**src/rtl/signed_down_counter_pkg.sv**
```systemverilog
// Shared definitions for the signed down counter.
// Holds the FSM state encoding and the underflow-policy constants that
// the top module and the step sub-module both select on.
package signed_down_counter_pkg;

  typedef enum logic [1:0] {
    ST_IDLE    = 2'd0,
    ST_COUNT   = 2'd1,
    ST_EXPIRED = 2'd2
  } state_e;

  localparam int MODE_SAT    = 0;  // hold at MIN and expire
  localparam int MODE_WRAP   = 1;  // MIN -> MAX
  localparam int MODE_RELOAD = 2;  // MIN -> stored load value

endpackage

```
**src/rtl/signed_down_counter_dec_step.sv**
```systemverilog
// signed_dec_step: combinational single decrement step.
// Ports:
//   value_i  - current signed count
//   reload_i - stored load value, used as the next value after MIN in reload mode
//   next_o   - count after one enabled step
//   at_min_o - value_i is MIN, so this step flags an underflow
module signed_dec_step
  import signed_down_counter_pkg::*;
#(
  parameter int WIDTH = 5,
  parameter int MODE  = MODE_SAT
) (
  input  logic signed [WIDTH-1:0] value_i,
  input  logic signed [WIDTH-1:0] reload_i,
  output logic signed [WIDTH-1:0] next_o,
  output logic                    at_min_o
);

  localparam logic signed [WIDTH-1:0] MIN = {1'b1, {(WIDTH-1){1'b0}}};
  localparam logic signed [WIDTH-1:0] MAX = {1'b0, {(WIDTH-1){1'b1}}};
  localparam logic signed [WIDTH-1:0] ONE = {{(WIDTH-1){1'b0}}, 1'b1};

  assign at_min_o = (value_i == MIN);

  // Subtraction is kept to WIDTH bits; the MIN case never reaches it.
  always_comb begin
    next_o = value_i - ONE;
    if (at_min_o) begin
      case (MODE)
        MODE_WRAP:   next_o = MAX;
        MODE_RELOAD: next_o = reload_i;
        default:     next_o = MIN;
      endcase
    end
  end

endmodule

```
**src/rtl/signed_down_counter.sv**
```systemverilog
// signed_down_counter: loadable two's-complement down counter / timer.
// Ports:
//   clk_i        - clock, all state changes on rising edge
//   reset_i      - synchronous active-low reset
//   load_i       - capture load_value_i into counter and reload register, go IDLE
//   load_value_i - signed start value
//   start_i      - IDLE -> COUNT (EXPIRED -> IDLE)
//   stop_i       - COUNT/EXPIRED -> IDLE, counter held
//   en_i         - decrement qualifier in COUNT
//   counter_o    - signed current count
//   busy_o       - state is COUNT
//   done_o       - state is EXPIRED (saturate mode only)
//   tc_o         - one-cycle pulse when an enabled step leaves MIN
module signed_down_counter
  import signed_down_counter_pkg::*;
#(
  parameter int WIDTH = 5,
  parameter int MODE  = MODE_SAT
) (
  input  logic                    clk_i,
  input  logic                    reset_i,
  input  logic                    load_i,
  input  logic signed [WIDTH-1:0] load_value_i,
  input  logic                    start_i,
  input  logic                    stop_i,
  input  logic                    en_i,
  output logic signed [WIDTH-1:0] counter_o,
  output logic                    busy_o,
  output logic                    done_o,
  output logic                    tc_o
);

  state_e                  state_q;
  logic signed [WIDTH-1:0] counter_q, reload_q;
  logic                    busy_q, done_q, tc_q;

  logic signed [WIDTH-1:0] step_d;
  logic                    at_min;

  signed_dec_step #(.WIDTH(WIDTH), .MODE(MODE)) u_step (
    .value_i  (counter_q),
    .reload_i (reload_q),
    .next_o   (step_d),
    .at_min_o (at_min)
  );

  // busy/done are registered alongside every state transition so they
  // always mirror state_q without a decode stage.
  always_ff @(posedge clk_i) begin
    if (!reset_i) begin
      state_q   <= ST_IDLE;
      counter_q <= '0;
      reload_q  <= '0;
      busy_q    <= 1'b0;
      done_q    <= 1'b0;
      tc_q      <= 1'b0;
    end else begin
      tc_q <= 1'b0;
      if (load_i) begin
        counter_q <= load_value_i;
        reload_q  <= load_value_i;
        state_q   <= ST_IDLE;
        busy_q    <= 1'b0;
        done_q    <= 1'b0;
      end else if (stop_i) begin
        state_q <= ST_IDLE;
        busy_q  <= 1'b0;
        done_q  <= 1'b0;
      end else begin
        case (state_q)
          ST_IDLE: begin
            if (start_i) begin
              state_q <= ST_COUNT;
              busy_q  <= 1'b1;
            end
          end
          ST_COUNT: begin
            // start has no effect in COUNT, so en still steps here.
            if (en_i) begin
              counter_q <= step_d;
              tc_q      <= at_min;
              if (at_min && MODE == MODE_SAT) begin
                state_q <= ST_EXPIRED;
                busy_q  <= 1'b0;
                done_q  <= 1'b1;
              end
            end
          end
          ST_EXPIRED: begin
            if (start_i) begin
              state_q <= ST_IDLE;
              done_q  <= 1'b0;
            end
          end
          default: begin
            state_q <= ST_IDLE;
            busy_q  <= 1'b0;
            done_q  <= 1'b0;
          end
        endcase
      end
    end
  end

  assign counter_o = counter_q;
  assign busy_o    = busy_q;
  assign done_o    = (MODE == MODE_SAT) ? done_q : 1'b0;
  assign tc_o      = tc_q;

endmodule

```
**config.mk**
```make
export PLATFORM = sky130hd
export DESIGN_NAME = signed_down_counter
export DESIGN_NICKNAME = d
export VERILOG_FILES = /design/src/rtl/signed_down_counter_pkg.sv /design/src/rtl/signed_down_counter_dec_step.sv /design/src/rtl/signed_down_counter.sv
export SDC_FILE = /design/constraint.sdc
export NUM_CORES = 1
export LEC_CHECK = 0
export ABC_CLOCK_PERIOD_IN_PS = 3750
export CAP_MARGIN = 15
export CORE_AREA = 2 2 39 41
export DETAILED_ROUTE_END_ITERATION = 8
export DIE_AREA = 0 0 41 43
export PLACE_DENSITY = 0.81
export SLEW_MARGIN = 20
export SYNTH_ARGS = -nofsm -noshare
export SYNTH_HDL_FRONTEND = slang
export SYNTH_SLANG_ARGS = --single-unit
```
**constraint.sdc**
```tcl
create_clock -name clk_i -period 3.75 [get_ports clk_i]
set_input_delay 0.75 -clock clk_i [delete_from_list [all_inputs] [get_ports clk_i]]
set_output_delay 0.75 -clock clk_i [all_outputs]
set_load 0.05 [all_outputs]
```
Yosys cells after proc, flatten, opt, wreduce, memory -nomap -nowiden
Index checks and enable logic that the tools add are counted.
{ "totals": {"register_bits": 10, "input_bits": 11, "out_inout_bits": 8, "wordCells": 46} }
{ "classes": {"add_sub_neg": 1, "n_eq_ne": 8, "muxes": 18, "bitwise_logic": 5, "n_reduce_logical": 9} }
{ "op_table": {"columns": ["op", "count"], "rows": [
  ["5-bit 2-to-1 mux", 5],
  ["4-bit AND reduction", 3],
  ["2-bit != test (second input constant)", 5],
  ["2-bit 2-to-1 mux", 4],
  ["1-bit 2-to-1 mux", 6],
  ["1-bit one-hot mux with 3 select lines", 2],
  ["2-bit one-hot mux with 3 select lines", 1],
  ["5-bit == test (second input constant)", 1],
  ["1-bit inverter", 5],
  ["5-bit OR reduction", 1],
  ["5-bit by 2-bit subtractor with 5-bit output (second input constant)", 1],
  ["2-bit nonzero test", 2],
  ["3-bit AND reduction", 1],
  ["3-bit OR reduction", 1],
  ["2-bit by 1-bit == test with 1-bit output (second input constant)", 1],
  ["2-bit == test (second input constant)", 1],
  ["2-bit logical NOT", 1]
]} }

Longest topological paths before layout
{ "depth": {"depth_word": 6, "depth_mapped": 5, "mapped_depth_nobuf": 5} }

Hierarchy
A second synthesis with hierarchy kept.
{ "hier_totals": {"hier_cells": 77, "hier_area_um2": 733.2} }
{ "modules_own_cells": {"columns": ["mod", "instances", "cells_each", "area_per_inst_um2", "seq_area_each_um2"], "rows": [
  ["signed_down_counter", 1, 63, 633.1, 300.3],
  ["signed_dec_step", 1, 14, 100.1, 0.0]
]} }

Worst setup path before layout
OpenSTA, ideal clock, no wires.
{ "synth_timing": {"kind": "reg-to-reg", "start": "register counter_q[0], in the netlist counter_o[0]", "end": "register counter_q[3], in the netlist counter_o[3]", "setup_time_ps": 63, "t_arrival_ps": 1779, "required_time_ps": 3687, "slack_ps": 1907, "stages_incl_launch_ff": 6, "n_path_buf": 0, "period_less_slack_ps": 1843, "cell_sequence": "dfxtp_1 -> inv_1 -> ha_1 -> and4bb_2 -> or4_1 -> nand3_1"} }
{ "synth_between": {"elab_chain_len": 6, "word_cells_on_any_way": 7, "classes_between": "1 x add/sub; 1 x eq/ne; 5 x mux"} }
{ "synth_rtl": {"columns": ["item", "line", "source"], "rows": [
  ["start: declaration", "signed_down_counter.sv:34", "logic signed [WIDTH-1:0] counter_q, reload_q;"],
  ["start signal: assignment", "signed_down_counter.sv:60", "counter_q <= load_value_i;"],
  ["start signal: assignment", "signed_down_counter.sv:80", "counter_q <= step_d;"],
  ["5-bit by 2-bit subtractor with 5-bit output / 5-bit == test (equally long branches)", "signed_down_counter_dec_step.sv:27, signed_down_counter_dec_step.sv:23", null],
  ["5-bit 2-to-1 mux (*)", "signed_down_counter_dec_step.sv:28", "if (at_min_o) begin"],
  ["5-bit 2-to-1 mux (*)", "signed_down_counter.sv:79", "if (en_i) begin"],
  ["5-bit 2-to-1 mux (*)", "signed_down_counter.sv:70", "case (state_q)"],
  ["5-bit 2-to-1 mux (*)", "signed_down_counter.sv:65", "end else if (stop_i) begin"],
  ["5-bit 2-to-1 mux (*)", "signed_down_counter.sv:59", "if (load_i) begin"]
]} }
Every way passes the cells marked *; elsewhere a longest branch is shown, timed or not. The select of a mux whose other input is x is not followed.
A chain may end at the register's enable or synchronous reset.

Worst setup path after layout
{ "layout_timing": {"start": "register counter_q[2], in the netlist counter_o[2]", "end": "output port counter_o[2]"} }
{ "layout_rtl": {"columns": ["item", "line", "source"], "rows": [
  ["end: declaration", "signed_down_counter.sv:27", "output logic signed [WIDTH-1:0] counter_o,"]
]} }
No word-level cell between the ends.

==> summary.txt <==
Global route
  • Global-route wire length before repair: 1690 um
  • Grt peak-use layer: met1
  • Grt total ovfl: 0
  • Largest net degree at the start of global routing: 10
  • GR met3 Demand/Resource: under 10%
  • GRT Overall Usage: between 10% and 20%
  • Met2 usage: between 10% and 20%
  • Antenna violations before repair: 0
  • Met1 Use GR: between 15 and 20%
  • Vias in the first global route: around 440

Clock network
  • Clk pin slew, worst setup/hold paths: approximately 0.07 ns
  • CTS Buf Count: 3
  • CTS tree: done
  • Cts hold-fix bufs: 0
  • H-tree Lvls: 1
  • Post-CTS Setup Bufs: 0
  • # clock sinks: 10
  • Post-CTS Resized: 0
  • CTS root buffer: clkbuf_4
  • Worst-Skew Late Latency: ~0.26 ns
  • CTS max path bufs: 2

Timing
  • Setup_tns: 0 ns
  • Unrepaired setup endpoints after global routing: false
  • Final Hold Viols: 0
  • Worst slew pin tran: 0.495 ns
  • Clock Skews: 0.00633 ns
  • WHS: roughly 0.46 ns
  • Fin. max-slew vios: 0
  • Slew HR: approximately 67%
  • Final setup violating endpoints: 0
  • Minimum clock period: approximately 2.3 ns
  • Fin crit share: between 60% and 70%
  • Fmax: ~440 MHz

Route
  • Per-cell routed wire length: 11.4 um
  • Vias: approximately 490
  • DRC Markers: 0
  • Drt total wl: approximately 1100 um
  • Drt via density: 5.28
  • Pre-antenna DRT Iters: 4
  • First-iteration detailed-routing DRC count: 7
  • Antenna Nets Post-Route: 0

Worst setup path
  • Bufs and invs on worst path: 1
  • Crit path from: counter_o[2]
  • CP required: 3.00 ns
  • CP cell instances: clkdlybuf4s50_1
  • Max incr delay on CP: slightly above 0.8 ns
  • Reg2reg path depth: 5
  • CP Max Fanout: 6
  • Crit path max-delay cell type: clkdlybuf4s50_1
  • Critical path class: flop to output pin
  • CP Capture Point: counter_o[2]
  • R2R Setup Slk: about 2.2 ns
  • Startpoint types: flop
  • Levels on crit path: 1
  • Worst EP arrival: roughly 1.5 ns
  • Kind of cell adding the most delay to the critical path: buffers and inverters
  • R2r startpoint: counter_o[0]
  • Reg-to-reg critical path endpoint: counter_o[3]
  • CP Capture Type: output pin

Yosys
  • Total number of yosys warnings: 0
  • Synth cell types: 27
  • Synth top cells by count: dfxtp_1 (10), a21oi_1 (7), inv_1 (5)
  • Cell Area, Synth: ~500 um^2
  • Area leader, netlist: dfxtp_1
  • Post-Syn Nets: slightly below 70
  • EDFF count, synth: 0
  • Top-area cell type share of the netlist area: between 40 and 50%
  • Synth area leaders: dfxtp_1 (40%), a21oi_1 (7.1%), nand3_1 (4.0%), inv_1 (3.8%), or3_1 (3.8%)
  • Synth Area per Inst: around 8.7 um^2
  • Count leader, synth: dfxtp_1
  • Asr flop ratio synth: 0%
  • Post-synth top flop: dfxtp_1
  • Sequential area share after synthesis: approximately two fifths
  • Syn Inst Count: between 50 and 60
  • #FFs+latches synth: 10

Status
  • Status: finished, final reports clean

Floorplan
  • Initial core utilization: around 36%
  • # IOs: 19
  • Die H: approximately 43 um
  • Std cell rows: 14
  • Die area: about 0.0018 mm^2
  • Area of the core: about 0.0014 mm^2
  • Die outline width: 41 um

Place
  • IO Port Bufs: 18
  • DP Area: between 600 and 700 um^2
  • Hpwl dp: 815 um
  • GP Congestion: about 0.8
  • DP Cell Count: 90

Power
  • Clk network pwr share: 30.3%
  • Internal: ~0.17 mW
  • Worst VDD drop: approximately 140 uV
  • Pwr Density: around 330 mW/mm^2
  • Switching pwr: a little under 0.07 mW
  • Pleak: about 0.26 nW
  • Sw frac: roughly 28%
  • Reg power frac: 47.9%
  • Gate power share: 21.7%

Finish
  • Layout Utilization: between 50% and 60%
  • Final non-filler cell total: between 90 and 100
  • Area grow syn2layout: 43.8%
  • # diodes: 0
  • Post-layout net count: between 90 and 100
  • Layout cells sized above 1: roughly 6.5%
  • Finished Cell Area: 714 um^2
  • Layout fillers: 135

Run
  • Max-Cap Viols: 0

Worst hold path
  • Hold Crit Class: flop to flop
sequential cells by signal, indices dropped and copies added (netlist names):
| signal | flops |
|---|---|
| counter_o | 5 |
| tc_o | 1 |
| done_o | 1 |
| busy_o | 1 |
| state_q | 2 |
cells by family (layout without fill, tap and decap cells):
| group | count (synthesis) | count (layout) | share of synthesized area, % |
|---|---|---|---|
| AND/OR/NAND/NOR | 23 | 23 | 30.5 |
| adder cells (fa/ha/maj) | 1 | 1 | 2.52 |
| flip-flops | 10 | 10 | 40.3 |
| buffers and inverters | 6 | 26 | 4.79 |
| AO/OA/AOI/OAI | 17 | 17 | 21.9 |
metal layers:
metal,share of wire [%],vias up
met5,0,-
met4,0.94,0
met3,4.2,2
met2,44,17
met1,50,219
li1,-,253
cells in the final DEF, fill, tap and decap left out, drive strengths merged:
| master | Yosys | layout |
|---|---|---|
| nor4b | 1 | 1 |
| dfxtp | 10 | 10 |
| inv | 5 | 5 |
| nand2b | 3 | 3 |
| o211a | 1 | 1 |
| nand4bb | 1 | 1 |
| nand3 | 4 | 4 |
| o311ai | 1 | 1 |
| and2b | 1 | 1 |
| a21oi | 7 | 7 |
| clkdlybuf4s50 | 0 | 18 |
| and4bb | 1 | 1 |
| or3b | 1 | 1 |
| nand4b | 1 | 1 |
| clkbuf | 0 | 3 |
| or3 | 3 | 3 |
| or2 | 1 | 1 |
| nand2 | 2 | 2 |
| a211o | 1 | 1 |
| o211ai | 2 | 2 |
| a21o | 1 | 1 |
| nor3 | 1 | 1 |
| or4 | 1 | 1 |
| o21ai | 3 | 3 |
| nor2 | 2 | 2 |
| o41ai | 1 | 1 |
| ha | 1 | 1 |
final cells by class:
class / instances / area [um^2] / share of cell area [%]
inverter: 5 / 18.8 / 2.63
timing repair buffer: 18 / 180 / 25.2
clock buffer: 3 / 22.5 / 3.15
multi-input combinational: 41 / 273 / 38.2
sequential: 10 / 200 / 28.0
tap: 16 / 20.0 / 2.80
power groups by stage:
stage,clock network (mW),logic [mW],registers (mW)
6_report,0.0725,0.0520,0.115
5_1_grt,0.0780,0.0563,0.115
4_1_cts,0.0753,0.0523,0.115
3_5_place_dp,0,0.0523,0.117
3_3_place_gp,0,0.0513,0.117
2_1_floorplan,0,0.0153,0.130
metrics by stage:
stage	power, mW	setup slack (ns)
2_1_floorplan	0.145	1.91
3_3_place_gp	0.168	1.46
3_5_place_dp	0.169	1.43
4_1_cts	0.242	1.49
5_1_grt	0.250	1.45
6_report	0.239	1.50
worst min-delay path by stage:
stage               start     end  slack, ns  cells after the start
3_5_place_dp       done_o  done_o       0.45                      2
4_1_cts            done_o  done_o       0.46                      2
3_3_place_gp       done_o  done_o       0.45                      2
5_1_grt            done_o  done_o       0.47                      2
2_1_floorplan  state_q[0]    tc_o       0.49                      2
6_report           done_o  done_o       0.46                      2
No activity file was read; power rests on OpenSTA's default activity.
